**config.mk**
```make
export PLATFORM = sky130hd
export DESIGN_NAME = rs_issue_sched
export DESIGN_NICKNAME = d
export VERILOG_FILES = /design/src/rtl/rs_issue_sched.sv
export SDC_FILE = /design/constraint.sdc
export NUM_CORES = 1
export LEC_CHECK = 0
export CORE_UTILIZATION = 40
export DETAILED_ROUTE_END_ITERATION = 16
export DONT_BUFFER_PORTS = 1
export PLACE_DENSITY = 0.59
export SYNTH_ARGS = -nofsm -noshare
export SYNTH_HDL_FRONTEND = slang
export SYNTH_SLANG_ARGS = --single-unit
```
**constraint.sdc**
```tcl
create_clock -name clk -period 41.9 [get_ports clk]
set_input_delay 4.19 -clock clk [delete_from_list [all_inputs] [get_ports clk]]
set_output_delay 4.19 -clock clk [all_outputs]
set_load 0.005 [all_outputs]
```
**src/rtl/rs_issue_sched.sv**
```systemverilog
// Reservation-station issue scheduler: picks the oldest ready entry by ROB
// age and drives a registered front/front_pos issue request.
module rs_issue_sched #(
    parameter int RS_SIZ = 16,
    parameter int RS_W   = 4,
    parameter int ROB_W  = 4
) (
    input  logic                    clk,
    input  logic                    reset,
    input  logic                    ready,
    input  logic                    clear,
    input  logic [RS_SIZ-1:0]       ent_valid,
    input  logic [RS_SIZ-1:0]       ent_rdy,
    input  logic [RS_SIZ*ROB_W-1:0] ent_robpos,
    input  logic [ROB_W-1:0]        rob_head,
    input  logic                    alu_busy,
    output logic                    front,
    output logic [RS_W-1:0]         front_pos,
    output logic [1:0]              sched_state,
    output logic [31:0]             issue_cnt
);

    typedef enum logic [1:0] {
        IDLE  = 2'd0,
        ISSUE = 2'd1,
        HOLD  = 2'd2
    } state_t;

    state_t              state_q;
    state_t              state_d;
    logic                front_d;
    logic [RS_W-1:0]     pos_d;
    logic [31:0]         cnt_d;

    logic [RS_SIZ-1:0]   last_mask;
    logic [RS_SIZ-1:0]   cand;
    logic [ROB_W-1:0]    age [RS_SIZ];
    logic [RS_W-1:0]     win_idx;
    logic                any_cand;

    // The station still shows the just-issued entry busy for one cycle.
    always_comb begin
        last_mask = '0;
        if (front) begin
            last_mask[front_pos] = 1'b1;
        end
    end

    assign cand     = ent_valid & ent_rdy & ~last_mask;
    assign any_cand = |cand;

    // Age relative to the head wraps naturally in ROB_W-bit arithmetic.
    always_comb begin
        for (int i = 0; i < RS_SIZ; i++) begin
            age[i] = ent_robpos[i*ROB_W +: ROB_W] - rob_head;
        end
    end

    // Strict less-than keeps the lowest index on (illegal) equal ages.
    always_comb begin
        logic             found;
        logic [ROB_W-1:0] best_age;
        found    = 1'b0;
        best_age = '1;
        win_idx  = '0;
        for (int i = 0; i < RS_SIZ; i++) begin
            if (cand[i] && (!found || age[i] < best_age)) begin
                found    = 1'b1;
                best_age = age[i];
                win_idx  = RS_W'(i);
            end
        end
    end

    always_comb begin
        state_d = state_q;
        front_d = front;
        pos_d   = front_pos;
        cnt_d   = issue_cnt;
        unique case (1'b1)
            !any_cand: begin
                state_d = IDLE;
                front_d = 1'b0;
            end
            any_cand && alu_busy: begin
                state_d = HOLD;
                front_d = 1'b0;
            end
            any_cand && !alu_busy: begin
                state_d = ISSUE;
                front_d = 1'b1;
                pos_d   = win_idx;
                cnt_d   = issue_cnt + 32'd1;
            end
        endcase
    end

    always_ff @(posedge clk) begin
        if (reset) begin
            state_q   <= IDLE;
            front     <= 1'b0;
            front_pos <= '0;
            issue_cnt <= '0;
        end else if (ready) begin
            if (clear) begin
                state_q   <= IDLE;
                front     <= 1'b0;
                front_pos <= '0;
                issue_cnt <= '0;
            end else begin
                state_q   <= state_d;
                front     <= front_d;
                front_pos <= pos_d;
                issue_cnt <= cnt_d;
            end
        end
    end

    assign sched_state = state_q;

endmodule

```
==> out/results.txt <==
Peak supply drop -> 20.1 uV
Worst Tran Pin Value -> 0.935 ns
Die height -> 134 microns
Max-cap violations -> 0
N_diodes -> 0
Total GRT Usage -> 0.217
Synth top cells by count -> a21oi_1 (95), nand2_1 (92), nor2_1 (88), ha_1 (81), inv_1 (74)
Final hold viol count -> 0
RSZ-0062 raised after global routing -> no
Synth warn -> 0
Layout cells sized above 1 -> 0.0600
IO Port Bufs -> 0
CTS H-tree depth -> 2
Setup violators final -> 0
# IOs -> 144
TritonCTS Buffers -> 5
Most frequent cell after synthesis -> a21oi_1
Synth Flop Type -> dfxtp_1
Initial antenna violation count -> 0
Leakage -> 0.00313 uW
Vias per cell -> 5.82
CP required -> 42.05 ns
Starting DRT DRC Count -> 333
Data arrival, critical path -> 29.67 ns
Min Tclk post-route -> 29.52 ns
Die Width -> 134 microns
Tightest Hold Check Type -> flip-flop to flip-flop
WL final -> 19500 microns
Simple-Gate Fraction of Synth Area -> 0.236
GRT overflow -> 0
CTS clk-pin slew, worst paths -> 0.05 ns
Worst stage delay on the critical path -> 0.67 ns
Initial Util -> 0.414
CP endpoint kind -> flip-flop
Slew Viols, Final -> 0
Async set-reset flop share out of synthesis -> 0
Largest net degree at the start of global routing -> 40
DRC violations left -> 0
Syn avg cell area -> 7.31 sq um
Post-synth EDFFs -> 0
Seq/Total Area, Yosys -> 0.110
Power density cells -> 46.3 mW/mm^2
Adder-Cell Fraction of Synth Area -> 0.195
Via count -> 6722
Post-DP HPWL -> 15500 microns
Post-route clock skew -> 0.00597 ns
Fmax -> 33.9 MHz
DR top layer -> met4
CORE AREA -> 0.0168 sq mm
Yosys cell types -> 89
Largest area contributor in the netlist -> ha_1
Number of global-route vias before repair -> 6249
Critical-path top delay cell -> o31ai_1
Largest family of logic cells by synthesized area -> compound AO/OA/AOI/OAI gates
Startpoint class of the critical path -> input pin
# nets final -> 1135
Std cell rows -> 47
Crit share post-route -> 0.705
Mapped Area -> 0.00694 sq mm
Net count after synthesis -> 1151
Post-route ant nets -> 0
Drt pass-1 iters -> 4
First-pass GRT wire length -> 31900 microns
# Post-CTS Setup Buffers -> 0
Most used cell along the critical path -> ha_1
Synth area leaders -> ha_1 (15%), dfxtp_1 (11%), a21oi_1 (6.9%), nand2_1 (5.0%), nor2_1 (4.8%)
Flops & latches, synth -> 38
Top cell type's share of synthesized area -> 0.146
Met3 wire length -> 1090 microns
Status -> finished, final reports clean
WS Path Type -> input pin to flip-flop
Clock buffer depth -> 2
P&R area growth vs syn -> 4.56%
Hold_buf cts -> 0
WL/cell -> 16.9 microns
CTS sink cnt -> 38
Critical path peak fanout -> 16
Worst skew pair latency -> 0.28 ns
CTS tree -> built
Metal2 WL -> 8680 microns
Clock Tree Root -> clkbuf_16
PostCTS Resize Cnt -> 0
WL met1 -> 9520 microns
Compound-Gate Fraction of Synth Area -> 0.311
Final Wtd Congestion -> 0.879
Synth Area in XOR/XNOR -> 0.0606
Post-Syn Instances -> 949
DIE AREA -> 0.0179 sq mm
Multiplexer share of the synthesized area -> 0.0271
Final core area utilization -> 0.433
Worst relative slew slack -> 0.376
Sum Neg Setup Slack -> 0 ns
[cells in the final DEF, fill, tap and decap left out, types with 5 or more instances in the layout]
cell,count
dfxtp_1,38
a31o_2,6
nor3_1,15
nand2b_1,10
o221ai_1,5
and2_1,7
or3_1,5
clkbuf_16,5
a21o_1,28
ha_1,81
o211ai_1,16
o21ai_1,6
and3_1,31
nand2_1,92
o21a_1,9
inv_1,73
a31oi_1,18
xor2_1,21
a21oi_1,95
nand3_1,27
nor2_1,88
o21ai_0,56
xnor2_1,27
mux2i_1,9
nand3b_1,9
a311oi_1,11
nor2b_1,8
mux2_2,5
or2_2,7
a211oi_1,11
fa_1,16
[logic make-up (layout without fill, tap and decap cells)]
family / count (synthesis) / count (layout)
AO/OA/AOI/OAI: 322 / 322
XOR/XNOR: 48 / 48
adder cells (fa/ha/maj): 99 / 99
buffers and inverters: 101 / 86
flip-flops: 38 / 38
multiplexers: 17 / 17
AND/OR/NAND/NOR: 324 / 324
[worst max-delay path: cells and delay by family]
family | cells | cell delay [ns]
AOI/OAI and AO/OA | 53 | 11.09
and+or+nand+nor | 35 | 5.77
adders and majority gates | 16 | 4.68
muxes | 8 | 2.62
buffers and inverters | 5 | 1.13
xor gates and xnor gates | 1 | 0.14
[state kept, by name, indices dropped and copies added, names as in the netlist]
| signal | cells |
|---|---|
| front_pos | 4 |
| issue_cnt | 32 |
| sched_state | 2 |
[where the power goes]
group	switching (uW)	internal [uW]	leakage, uW	total, uW
Combinational	150	107	0.00275	258
Clock	13.9	23.6	0.0000739	37.5
Sequential	3.61	37.0	0.000307	40.6
Total	168	168	0.00313	336
[layer usage]
metal	track usage	vias up
met5	0	-
met4	0.0404	0
met3	0.0304	16
met2	0.349	202
met1	0.307	3065
li1	-	3439
[worst paths after layout]
path | start | to | slack (ns) | depth (start not counted)
setup / recovery | rob_head[2] | front_pos[3]$_SDFFE_PP0P_ | 12.38 | 118
hold / removal | sched_state[1]$_SDFFE_PP0P_ | sched_state[1]$_SDFFE_PP0P_ | 0.49 | 2
setup reg to reg | sched_state[0]$_SDFFE_PP0P_ | front_pos[3]$_SDFFE_PP0P_ | 16.23 | 116
hold reg to reg | sched_state[1]$_SDFFE_PP0P_ | sched_state[1]$_SDFFE_PP0P_ | 0.49 | 2
[stage by stage]
stage / hold WS, ns / instances / power (uW) / setup slack, ns / instance area [sq um]
finish: 0.486 / 1154 / 336 / 12.38 / 7250
global route: 0.499 / 1154 / 377 / 10.01 / 7250
CTS: 0.486 / 1154 / 336 / 12.62 / 7250
detailed placement: 0.477 / 1146 / 296 / 12.50 / 7110
global placement: 0.477 / 1146 / 295 / 12.96 / 7110
floorplan: 0.461 / 949 / 249 / 15.15 / 6940
[layout make-up]
type	count	area [sq um]
clock buffer	7	143
clock inverter	1	5.00
fill	1752	9510
inverter	74	278
multi-input combinational	810	5760
sequential	38	761
tap	220	275
timing repair buffer	4	30.0
(Power assumes the default switching activity.)
